<file path="config.mk">
export PLATFORM = sky130hd
export DESIGN_NAME = pll_drp_reconfig_ctrl_flat
export DESIGN_NICKNAME = d
export VERILOG_FILES = /design/src/rtl/pll_drp_reconfig_ctrl_if.sv /design/src/rtl/pll_drp_reconfig_ctrl.sv /design/src/flat_wrapper.sv
export SDC_FILE = /design/constraint.sdc
export NUM_CORES = 1
export LEC_CHECK = 0
export CAP_MARGIN = 5
export CORE_AREA = 2 2 83 93
export DETAILED_ROUTE_END_ITERATION = 10
export DIE_AREA = 0 0 85 95
export GPL_TIMING_DRIVEN = 0
export HOLD_SLACK_MARGIN = 0.03
export PLACE_DENSITY = 0.8
export SLEW_MARGIN = 15
export SYNTH_ARGS = -nofsm -noshare
export SYNTH_HDL_FRONTEND = slang
export SYNTH_SLANG_ARGS = --single-unit
</file>
<file path="constraint.sdc">
create_clock -name clk_sys -period 5.45 [get_ports clk_sys]
set_input_delay 1.09 -clock clk_sys [delete_from_list [all_inputs] [get_ports clk_sys]]
set_output_delay 1.09 -clock clk_sys [all_outputs]
set_load 0.01 [all_outputs]
</file>
<file path="src/rtl/pll_drp_reconfig_ctrl_if.sv">
// pll_drp_reconfig_ctrl_if: request handshake and DRP bus between the reconfig sequencer and its neighbours
interface pll_drp_reconfig_ctrl_if;
    logic        cfg_req;
    logic [6:0]  cfg_div;
    logic [6:0]  cfg_mult;
    logic        cfg_ack;
    logic        cfg_err;
    logic        busy;
    logic [6:0]  drp_daddr;
    logic        drp_den;
    logic        drp_dwe;
    logic [15:0] drp_di;
    logic [15:0] drp_do;
    logic        drp_drdy;

    modport master (
        input  cfg_req, cfg_div, cfg_mult, drp_do, drp_drdy,
        output cfg_ack, cfg_err, busy, drp_daddr, drp_den, drp_dwe, drp_di
    );

    modport slave (
        output cfg_req, cfg_div, cfg_mult, drp_do, drp_drdy,
        input  cfg_ack, cfg_err, busy, drp_daddr, drp_den, drp_dwe, drp_di
    );
endinterface

</file>
<file path="src/rtl/pll_drp_reconfig_ctrl.sv">
// pll_drp_reconfig_ctrl: PLL divider reconfiguration over DRP (read-modify-write) and core reset owner
module pll_drp_reconfig_ctrl #(
    parameter int RST_HOLD     = 4,
    parameter int DRDY_TIMEOUT = 64,
    parameter int LOCK_TIMEOUT = 65536,
    parameter int RST_STRETCH  = 16
) (
    input  logic                    clk_sys,
    input  logic                    rst_sys,
    pll_drp_reconfig_ctrl_if.master bus,
    output logic                    pll_rst,
    input  logic                    pll_locked,
    output logic                    rst_core_n
);
    localparam int CW = $clog2(LOCK_TIMEOUT + 1);
    localparam int MW = $clog2(RST_STRETCH + 1);

    typedef enum logic [2:0] {IDLE, PRST, RD, RD_W, WR, WR_W, REL, LOCK_W} state_t;

    state_t        state_q, state_d;
    logic [CW-1:0] cnt_q, cnt_d;
    logic [1:0]    entry_q, entry_d;
    logic [6:0]    div_q, div_d, mult_q, mult_d;
    logic [15:0]   rdata_q, rdata_d;
    logic          err_flag_q, err_flag_d;
    logic          armed_q, armed_d;
    logic          ack_q, ack_d, err_q, err_d;
    logic          pll_rst_q, pll_rst_d;
    logic          den_q, den_d, dwe_q, dwe_d;
    logic [6:0]    daddr_q, daddr_d;
    logic [15:0]   di_q, di_d;
    logic          lock_meta_q, lock_s_q;
    logic [MW-1:0] mon_q, mon_d;
    logic          mon_clr;
    logic          rst_core_n_q, rst_core_n_d;

    logic          legal, hold_done, drp_to, lock_to;
    logic [6:0]    n, addr;
    logic [5:0]    h, l;
    logic [15:0]   keep, new_val;

    assign legal = bus.cfg_div != 7'd0 && bus.cfg_div <= 7'd64 && bus.cfg_mult >= 7'd2 && bus.cfg_mult <= 7'd64;
    assign hold_done = cnt_q >= CW'(RST_HOLD - 1);
    assign drp_to = cnt_q >= CW'(DRDY_TIMEOUT);
    assign lock_to = cnt_q >= CW'(LOCK_TIMEOUT - 1);

    // Entry decode: odd entries are Reg2 (edge/no-count), even are Reg1 (high/low time); divide 1 bypasses the counter with edge cleared
    assign n = entry_d[1] ? mult_q : div_q;
    assign h = n[6:1];
    assign l = n[5:0] - h;
    assign keep = entry_d[0] ? 16'hFF00 : 16'h1000;
    assign new_val = entry_d[0] ? {8'h00, n[0] & (n != 7'd1), n == 7'd1, 6'h00} : {4'h0, h, l};
    assign addr = (entry_d[1] ? 7'h14 : 7'h08) | {6'd0, entry_d[0]};

    // Sequencer state and all registered outputs
    always_ff @(posedge clk_sys or posedge rst_sys) begin
        if (rst_sys) begin
            state_q    <= IDLE;
            cnt_q      <= '0;
            entry_q    <= '0;
            div_q      <= '0;
            mult_q     <= '0;
            rdata_q    <= '0;
            err_flag_q <= 1'b0;
            armed_q    <= 1'b1;
            ack_q      <= 1'b0;
            err_q      <= 1'b0;
            pll_rst_q  <= 1'b1;
            den_q      <= 1'b0;
            dwe_q      <= 1'b0;
            daddr_q    <= '0;
            di_q       <= '0;
        end else begin
            state_q    <= state_d;
            cnt_q      <= cnt_d;
            entry_q    <= entry_d;
            div_q      <= div_d;
            mult_q     <= mult_d;
            rdata_q    <= rdata_d;
            err_flag_q <= err_flag_d;
            armed_q    <= armed_d;
            ack_q      <= ack_d;
            err_q      <= err_d;
            pll_rst_q  <= pll_rst_d;
            den_q      <= den_d;
            dwe_q      <= dwe_d;
            daddr_q    <= daddr_d;
            di_q       <= di_d;
        end
    end

    // Next-state logic, argument latch, DRP read capture and completion pulses
    always_comb begin
        state_d    = state_q;
        cnt_d      = cnt_q + CW'(1);
        entry_d    = entry_q;
        div_d      = div_q;
        mult_d     = mult_q;
        rdata_d    = rdata_q;
        err_flag_d = err_flag_q;
        ack_d      = 1'b0;
        err_d      = 1'b0;
        case (state_q)
            IDLE: begin
                cnt_d = '0;
                if (bus.cfg_req && armed_q) begin
                    if (legal) begin
                        state_d    = PRST;
                        div_d      = bus.cfg_div;
                        mult_d     = bus.cfg_mult;
                        err_flag_d = 1'b0;
                    end else begin
                        err_d = 1'b1;
                    end
                end
            end
            PRST: if (hold_done) begin
                state_d = RD;
                entry_d = 2'd0;
                cnt_d   = '0;
            end
            RD: begin
                state_d = RD_W;
                cnt_d   = '0;
            end
            RD_W: if (bus.drp_drdy) begin
                rdata_d = bus.drp_do;
                state_d = WR;
                cnt_d   = '0;
            end else if (drp_to) begin
                err_flag_d = 1'b1;
                state_d    = REL;
            end
            WR: begin
                state_d = WR_W;
                cnt_d   = '0;
            end
            WR_W: if (bus.drp_drdy) begin
                entry_d = entry_q + 2'd1;
                state_d = entry_q == 2'd3 ? REL : RD;
                cnt_d   = '0;
            end else if (drp_to) begin
                err_flag_d = 1'b1;
                state_d    = REL;
            end
            REL: begin
                state_d = LOCK_W;
                cnt_d   = '0;
            end
            LOCK_W: if (lock_s_q) begin
                state_d = IDLE;
                ack_d   = !err_flag_q;
                err_d   = err_flag_q;
            end else if (lock_to) begin
                state_d = IDLE;
                err_d   = 1'b1;
            end
            default: state_d = IDLE;
        endcase
        armed_d = !bus.cfg_req || (armed_q && !(ack_d || err_d));
    end

    // Outputs registered from the next state so they align with the state they belong to
    always_comb begin
        pll_rst_d = state_d inside {PRST, RD, RD_W, WR, WR_W};
        den_d     = state_d == RD || state_d == WR;
        dwe_d     = state_d == WR;
        daddr_d   = den_d ? addr : daddr_q;
        di_d      = dwe_d ? (rdata_d & keep) | (new_val & ~keep) : di_q;
    end

    // Lock synchroniser, settle counter and core reset register
    always_ff @(posedge clk_sys or posedge rst_sys) begin
        if (rst_sys) begin
            lock_meta_q  <= 1'b0;
            lock_s_q     <= 1'b0;
            mon_q        <= '0;
            rst_core_n_q <= 1'b0;
        end else begin
            lock_meta_q  <= pll_locked;
            lock_s_q     <= lock_meta_q;
            mon_q        <= mon_d;
            rst_core_n_q <= rst_core_n_d;
        end
    end

    // Settle counter restarts on any lock loss, PLL reset or sequencer activity
    always_comb begin
        mon_clr      = !lock_s_q || pll_rst_q || state_q != IDLE;
        mon_d        = mon_clr ? '0 : (mon_q == MW'(RST_STRETCH) ? mon_q : mon_q + MW'(1));
        rst_core_n_d = mon_d == MW'(RST_STRETCH);
    end

    assign pll_rst       = pll_rst_q;
    assign rst_core_n    = rst_core_n_q;
    assign bus.cfg_ack   = ack_q;
    assign bus.cfg_err   = err_q;
    assign bus.busy      = state_q != IDLE || pll_rst_q;
    assign bus.drp_den   = den_q;
    assign bus.drp_dwe   = dwe_q;
    assign bus.drp_daddr = daddr_q;
    assign bus.drp_di    = di_q;
endmodule

</file>
<file path="src/flat_wrapper.sv">
// flat-port wrapper written by rule: the top's interface ports become plain ports
module pll_drp_reconfig_ctrl_flat 
#(
    parameter int RST_HOLD     = 4,
    parameter int DRDY_TIMEOUT = 64,
    parameter int LOCK_TIMEOUT = 65536,
    parameter int RST_STRETCH  = 16
)
  (clk_sys, rst_sys, pll_rst, pll_locked, rst_core_n, bus_cfg_req, bus_cfg_div, bus_cfg_mult, bus_drp_do, bus_drp_drdy, bus_cfg_ack, bus_cfg_err, bus_busy, bus_drp_daddr, bus_drp_den, bus_drp_dwe, bus_drp_di);
  pll_drp_reconfig_ctrl_if bus_i ();
  input  logic clk_sys;
  input  logic rst_sys;
  output logic pll_rst;
  input  logic pll_locked;
  output logic rst_core_n;
  input wire logic [$bits(bus_i.cfg_req)-1:0] bus_cfg_req;
  input wire logic [$bits(bus_i.cfg_div)-1:0] bus_cfg_div;
  input wire logic [$bits(bus_i.cfg_mult)-1:0] bus_cfg_mult;
  input wire logic [$bits(bus_i.drp_do)-1:0] bus_drp_do;
  input wire logic [$bits(bus_i.drp_drdy)-1:0] bus_drp_drdy;
  output wire logic [$bits(bus_i.cfg_ack)-1:0] bus_cfg_ack;
  output wire logic [$bits(bus_i.cfg_err)-1:0] bus_cfg_err;
  output wire logic [$bits(bus_i.busy)-1:0] bus_busy;
  output wire logic [$bits(bus_i.drp_daddr)-1:0] bus_drp_daddr;
  output wire logic [$bits(bus_i.drp_den)-1:0] bus_drp_den;
  output wire logic [$bits(bus_i.drp_dwe)-1:0] bus_drp_dwe;
  output wire logic [$bits(bus_i.drp_di)-1:0] bus_drp_di;
  assign bus_i.cfg_req = bus_cfg_req;
  assign bus_i.cfg_div = bus_cfg_div;
  assign bus_i.cfg_mult = bus_cfg_mult;
  assign bus_i.drp_do = bus_drp_do;
  assign bus_i.drp_drdy = bus_drp_drdy;
  assign bus_cfg_ack = bus_i.cfg_ack;
  assign bus_cfg_err = bus_i.cfg_err;
  assign bus_busy = bus_i.busy;
  assign bus_drp_daddr = bus_i.drp_daddr;
  assign bus_drp_den = bus_i.drp_den;
  assign bus_drp_dwe = bus_i.drp_dwe;
  assign bus_drp_di = bus_i.drp_di;
  pll_drp_reconfig_ctrl #(.RST_HOLD(RST_HOLD), .DRDY_TIMEOUT(DRDY_TIMEOUT), .LOCK_TIMEOUT(LOCK_TIMEOUT), .RST_STRETCH(RST_STRETCH)) u_core (.clk_sys(clk_sys), .rst_sys(rst_sys), .bus(bus_i), .pll_rst(pll_rst), .pll_locked(pll_locked), .rst_core_n(rst_core_n));
endmodule
</file>
==> results of run 1 <==
worst max-delay path by stage:
| stage | from | to | cells after the start |
|---|---|---|---|
| after floorplan | bus_drp_drdy | u_core.bus.drp_di[3] | 15 |
| after CTS | bus_drp_drdy | u_core.bus.drp_di[3] | 16 |
| after detailed placement | bus_drp_drdy | u_core.bus.drp_di[3] | 16 |
| after global placement | bus_drp_drdy | u_core.bus.drp_di[3] | 16 |
| after global routing | bus_drp_drdy | u_core.bus.drp_di[3] | 16 |
| final | bus_drp_drdy | u_core.bus.drp_di[5] | 16 |
synth_stat cells, types with 3 or more instances:
cell type | number | share of area [%]
dfrtp_1 | 68 | 45
nor2_1 | 41 | 4.1
nand2_1 | 38 | 3.8
inv_1 | 21 | 2.1
mux2_2 | 15 | 4.4
o21ai_0 | 14 | 1.8
xnor2_1 | 14 | 3.2
a21oi_1 | 13 | 1.7
xor2_1 | 13 | 3.0
nand3_1 | 12 | 1.6
mux2i_1 | 9 | 2.4
ha_1 | 8 | 2.6
nand2b_1 | 8 | 1.3
clkbuf_1 | 7 | 0.69
o21ai_1 | 7 | 0.92
o31ai_1 | 6 | 1.2
buf_4 | 5 | 0.99
nand4_1 | 5 | 0.82
and3_1 | 4 | 0.66
buf_6 | 4 | 1.2
nor3_1 | 4 | 0.53
buf_2 | 3 | 0.40
nand3b_1 | 3 | 0.59
nor2b_1 | 3 | 0.49
nor4_2 | 3 | 0.99
o22ai_1 | 3 | 0.49
cell type report:
class | instances | area [um2] | area share [%]
Timing Repair Buffer | 54 | 551 | 11.8
Sequential cell | 70 | 1750 | 37.7
Multi-Input combinational cell | 267 | 1840 | 39.5
Tap cell | 87 | 109 | 2.34
Inverter | 23 | 90.1 | 1.94
Clock inverter | 6 | 46.3 | 0.995
Buffer | 20 | 128 | 2.74
Clock buffer | 10 | 138 | 2.96
stage by stage:
stage / hold WS, ns / setup slack (ns) / area (um2)
3_3_place_gp: 0.341 / 0.853 / 4440
2_1_floorplan: 0.331 / 1.68 / 3800
4_1_cts: 0.371 / 1.14 / 4650
5_1_grt: 0.378 / 0.838 / 4650
6_report: 0.366 / 1.13 / 4650
3_5_place_dp: 0.351 / 0.770 / 4470
cells in the final DEF (no fill, tap or decap), types with 4 or more instances in the layout:
cell type and instances:
and3_1 4, nand2_1 38, nand2b_1 8, inv_1 20, mux2_2 15, o21ai_1 7, xor2_1 13, mux2i_1 9
nand4_1 5, clkinvlp_4 5, nor2_1 41, a21oi_1 13, dfrtp_1 68, buf_6 4, ha_1 8, clkdlybuf4s50_1 53
clkbuf_8 10, buf_4 5, o31ai_1 6, nor3_1 4, nand3_1 12, o21ai_0 14, clkbuf_1 7, xnor2_1 14
state kept, by name, summed over array words and instances (netlist names), 2 cells and up:
| signal | flops |
|---|---|
| u_core.div_q | 7 |
| u_core.bus.drp_di | 16 |
| u_core.bus.drp_daddr | 3 |
| u_core.mult_q | 7 |
| u_core.entry_q | 2 |
| u_core.state_q | 3 |
| u_core.mon_q | 5 |
| u_core.cnt_q | 17 |
cell families after synthesis:
family,after synthesis,synth area share [%]
simple gates,136,18.6
flops,70,46.2
compound gates,61,10.9
buf+inv,43,5.67
mux,29,8.57
xor+xnor,27,6.23
fa+ha+maj,11,3.69
other cells,1,0.0988
critical path, cell delays in order:
cell and delay, ns:
clkdlybuf4s50_1 0.50, clkbuf_1 0.32, o22ai_1 0.15, a22o_1 0.19, a21o_1 0.17, buf_6 0.15, o21ai_1 0.46, inv_1 0.10
ha_1 0.32, a21oi_1 0.25, a21oi_1 0.10, o21ai_0 0.17, mux2i_1 0.12, a21oi_2 0.16, xnor2_1 0.10, o31ai_1 0.21
power by group:
group | total [mW] | internal (mW) | switching [mW]
Sequential | 0.778 | 0.668 | 0.110
Combinational | 1.42 | 0.675 | 0.749
Clock | 0.388 | 0.179 | 0.209
Total | 2.59 | 1.52 | 1.07
routing by layer:
metal | vias up | global-route usage, %
li1 | 1423 | -
met1 | 1403 | 26.4
met2 | 51 | 31.6
met3 | 11 | 2.88
met4 | 0 | 8.73
met5 | - | 0
==> results_dict.tcl, run 1 <==
set metrics [dict create \
    status "finished, final reports clean" \
    clockBufferDepth 2 \
    irDropWorstVdd_mv 0.298 \
    syn_to_final_growth_pct 22.5 \
    grt_use_total_pct 19.6 \
    hpwlAfterDp_mm 5.60 \
    worstSetupPathType "in -> reg" \
    route.met2.wl_mm 3.63 \
    fillers 573 \
    drtAntennaViolNets 0 \
    finalSetupViolations 0 \
    cts_setup_buffers 0 \
    synth-edff-count 0 \
    hold_path_class "reg -> reg" \
    drt-total-wl_mm 7.49 \
    powerDensity_nw_per_um2 557 \
    clock-sinks 70 \
    synth_area_um2 3800 \
    place_inst 521 \
    reg2regPathDepth 16 \
    io_buffers 53 \
    die_h_um 95 \
    endpoint_kind "flip-flop" \
    report.final.slew_viol_count 0 \
    topRoutingLayerUsed "met4" \
    leakage_nw 2.07 \
    hp-start "u_core.lock_meta_q" \
    wl_met3_um 202 \
    fp.dieW_um 85 \
    final_nets 489 \
    start_util_pct 52.6 \
    syn_inst 378 \
    core-area_um2 7230 \
    num_rows 33 \
    grt_max_degree 39 \
    synth_seq_cells 70 \
    cts_tree "built" \
    fin_tns_setup_ns 0 \
    p_total_mw 2.59 \
    instances_no_fill 537 \
    hold_violations 0 \
    root_buffer "clkbuf_8" \
    viasPerCell 5.38 \
    dieArea_um2 8080 \
    max_slew.worst_pin.slew_ns 1.06 \
    crit_path_start_kind "primary input" \
    fin_skew_ns 0.0124 \
    async_flop_share_pct 100 \
    grt_pass1_vias 2762 \
    cp.arrival_ns 4.57 \
    utilization_pct 64.4 \
    drive_above_1_share_pct 15.3 \
    syn_area_per_cell_um2 10.0 \
    rrSetupSlack_ns 1.81 \
    finalCritPeriodShare_pct 79.3 \
    cts_buffers 9 \
    max_freq_ghz 0.231 \
    path_clk_slew_ns 0.08 \
    r2r_start "u_core.cnt_q[11]" \
    synth_top_flop_cell "dfrtp_1" \
    clkLatencyLatePin_ns 0.35 \
    antenna_found_initial 0 \
    wl_met1_mm 3.50 \
    yosysUniqueCellTypes 61 \
    grt_pass1_wl_mm 12.7 \
    wire_per_inst_um 14.0 \
    rsz0062_at_grt "no" \
    hold_depth 0 \
    cts_hold_buffers 0 \
    yosysWarnings 0 \
    grt_overflow 0 \
    diodes 0 \
    ys_seq_area_share_pct 46.2 \
    cts_resized 0 \
    period_minus_slack_ns 4.32 \
    drc_errors 0 \
    regToRegEndpoint "u_core.bus.drp_di[5]" \
    vias 2888 \
    required_ns 5.70 \
    path_max_fanout 10 \
    gp_congestion 0.857 \
    initialDrtViolationCount 192 \
    relSlewSlack_pct 28.4 \
    max-cap-violations 0 \
    ios 65 \
    ctsHtreeMaxLevel 3 \
    firstDrtPassIters 4 \
    worstHoldEndpoint "u_core.lock_s_q" \
]
Power figures use the tool's default switching activity.
==> run 2: changes to the inputs <==
--- a/config.mk
+++ b/config.mk
@@ -6,12 +6,12 @@
 export NUM_CORES = 1
 export LEC_CHECK = 0
 export CAP_MARGIN = 5
-export CORE_AREA = 2 2 83 93
+export CORE_AREA = 2 2 88 99
 export DETAILED_ROUTE_END_ITERATION = 10
-export DIE_AREA = 0 0 85 95
+export DIE_AREA = 0 0 90 101
 export GPL_TIMING_DRIVEN = 0
 export HOLD_SLACK_MARGIN = 0.03
-export PLACE_DENSITY = 0.8
+export PLACE_DENSITY = 0.75
 export SLEW_MARGIN = 15
 export SYNTH_ARGS = -nofsm -noshare
 export SYNTH_HDL_FRONTEND = slang
==> constraint.sdc (replaced) <==
create_clock -name clk_sys -period 3.55 [get_ports clk_sys]
set_input_delay 0.71 -clock clk_sys [delete_from_list [all_inputs] [get_ports clk_sys]]
set_output_delay 0.71 -clock clk_sys [all_outputs]
set_load 0.01 [all_outputs]
==> results_dict.tcl, run 2 (synthesis results as in run 1) <==
set metrics [dict create \
    diodes 0 \
    initialDrtViolationCount 131 \
    gp_congestion 0.824 \
    grt_max_degree 42 \
    largest_reg_flops 17 \
    wire_per_inst_um 13.7 \
    fp.dieW_um 90 \
    vias 2968 \
    status "finished, final reports clean" \
    hpwlAfterDp_mm 5.68 \
    drc_errors 0 \
    max_slew.worst_pin.slew_ns 0.924 \
    cts_buffers 9 \
    comb_power_share_pct 54.8 \
    dieArea_um2 9090 \
    cts_hold_buffers 0 \
    grt_pass1_wl_mm 13.3 \
    final_cell_mix "dfrtp_1 (67), clkdlybuf4s50_1 (52), nor2_1 (40), nand2_1 (38), inv_1 (20)" \
    path_max_fanout 9 \
    fin_area_um2 4900 \
    place_area_um2 4500 \
    irDropWorstVdd_mv 0.399 \
    report.final.slew_viol_count 0 \
    ios 65 \
    p_sw_share_pct 38.9 \
    layout.cells.most_common "dfrtp_1" \
    setup_ws_ns 0.180 \
    max_freq_ghz 0.297 \
    p_total_mw 4.36 \
    endpoint_kind "flip-flop" \
    cts_tree "built" \
    largest-register "u_core.cnt_q" \
    power_frac_clock_pct 17.5 \
    hold_violations 0 \
    syn_to_final_growth_pct 29.0 \
    drt-total-wl_mm 7.88 \
    power.internal_mw 2.66 \
    path_clk_slew_ns 0.08 \
    num_rows 35 \
    powerDensity_nw_per_um2 889 \
    start_util_pct 46.6 \
    worstSetupPathType "reg -> reg" \
    drtAntennaViolNets 0 \
    clock-sinks 70 \
    cp.arrival_ns 3.62 \
    drive_above_1_share_pct 19.7 \
    period_minus_slack_ns 3.37 \
    fin_skew_ns 0.0122 \
    holdWs_ns 0.357 \
    grt_pass1_vias 2922 \
    ctsHtreeMaxLevel 3 \
    antenna_found_initial 0 \
    die_h_um 101 \
    core-area_um2 8150 \
    hold_path_class "reg -> reg" \
    finalSetupViolations 0 \
    relSlewSlack_pct 37.4 \
    leakage_nw 2.20 \
    required_ns 3.80 \
    final_nets 502 \
    io_buffers 53 \
    dp_slack_ns -0.741 \
    firstDrtPassIters 5 \
    grt_overflow 0 \
    grt_use_total_pct 18.0 \
    viasPerCell 5.17 \
    clockBufferDepth 2 \
    crit_path_start_kind "flip-flop" \
    finalCritPeriodShare_pct 94.9 \
    root_buffer "clkbuf_8" \
    max-cap-violations 0 \
    p_sw_mw 1.69 \
    power_frac_seq_pct 27.6 \
    clkLatencyLatePin_ns 0.35 \
]
run 2: cell count changes in the layout (fill, tap and decap cells not counted), moves of 2 or more:
cell        change
a21oi_1         -2
a21oi_2         +2
bufinv_16       +2
buf_4          +14
clkinvlp_4      -4
clkbuf_8        +2
run 2: area by class of cell:
cell class                 instances  area, um2
clock inverter                     4       76.3
timing repair buffer              68        654
fill                             700       3250
inverter                          23       90.1
sequential                        70       1760
buffer                            19        128
multi-input combinational        267       1890
tap                              111        139
clock buffer                      12        165
run 2: repair_timing:
item	in CTS	in global routing
pin swaps	0	4
endpoints found under the setup margin	2	2
cloned	0	0
hold endpoints to repair	0	0
gates resized for setup	5	9
buffers inserted	0	14
run 2: final timing paths:
kind	start	endpoint	slack (ns)	cells past startpoint
worst max-delay path	u_core.cnt_q[11]	u_core.bus.drp_di[3]	0.18	15
max in group asynchronous	rst_sys	u_core.cnt_q[4]	2.31	3
worst max register to register	u_core.cnt_q[11]	u_core.bus.drp_di[3]	0.18	15
worst min-delay path	u_core.lock_meta_q	u_core.lock_s_q	0.36	0
min in group asynchronous	rst_sys	u_core.rst_core_n	0.70	2
worst min register to register	u_core.lock_meta_q	u_core.lock_s_q	0.36	0
run 2: power groups by stage:
| stage | clock network, mW | logic, mW | registers (mW) |
|---|---|---|---|
| after floorplan | 0 | 1.55 | 1.22 |
| after global placement | 0 | 2.11 | 1.20 |
| after detailed placement | 0 | 2.16 | 1.21 |
| after CTS | 0.778 | 2.21 | 1.20 |
| after global routing | 0.810 | 2.64 | 1.24 |
| final | 0.764 | 2.39 | 1.20 |
run 2: per-layer routing:
layer | global-route usage, % | share of wire [%] | vias up
met3 | 2.84 | 3.2 | 13
met1 | 22.6 | 44 | 1439
met5 | 0 | 0 | -
met4 | 9.94 | 2.3 | 0
met2 | 30.1 | 50 | 68
li1 | - | - | 1448
run 2: metrics by stage:
| stage | utilization, % | TNS, ns | instances |
|---|---|---|---|
| 6_report | 60.2 | 0 | 574 |
| 5_1_grt | 60.2 | -0.0404 | 574 |
| 4_1_cts | 58.4 | 0 | 560 |
| 3_5_place_dp | 55.2 | -1.50 | 545 |
| 3_3_place_gp | 54.9 | -4.95 | 544 |
| 2_1_floorplan | - | 0 | 380 |
run 2: critical path, stage by stage (launching register included):
cell and delay [ns]:
dfrtp_2 0.46, nor4_4 0.28, nand3_2 0.19, nor3_4 0.23
a21o_1 0.19, buf_8 0.16, mux2i_4 0.24, inv_1 0.07
ha_1 0.32, a21oi_2 0.09, maj3_1 0.39, xnor2_1 0.14
nor2_1 0.05, a21oi_1 0.14, xnor2_1 0.10, o31ai_1 0.19
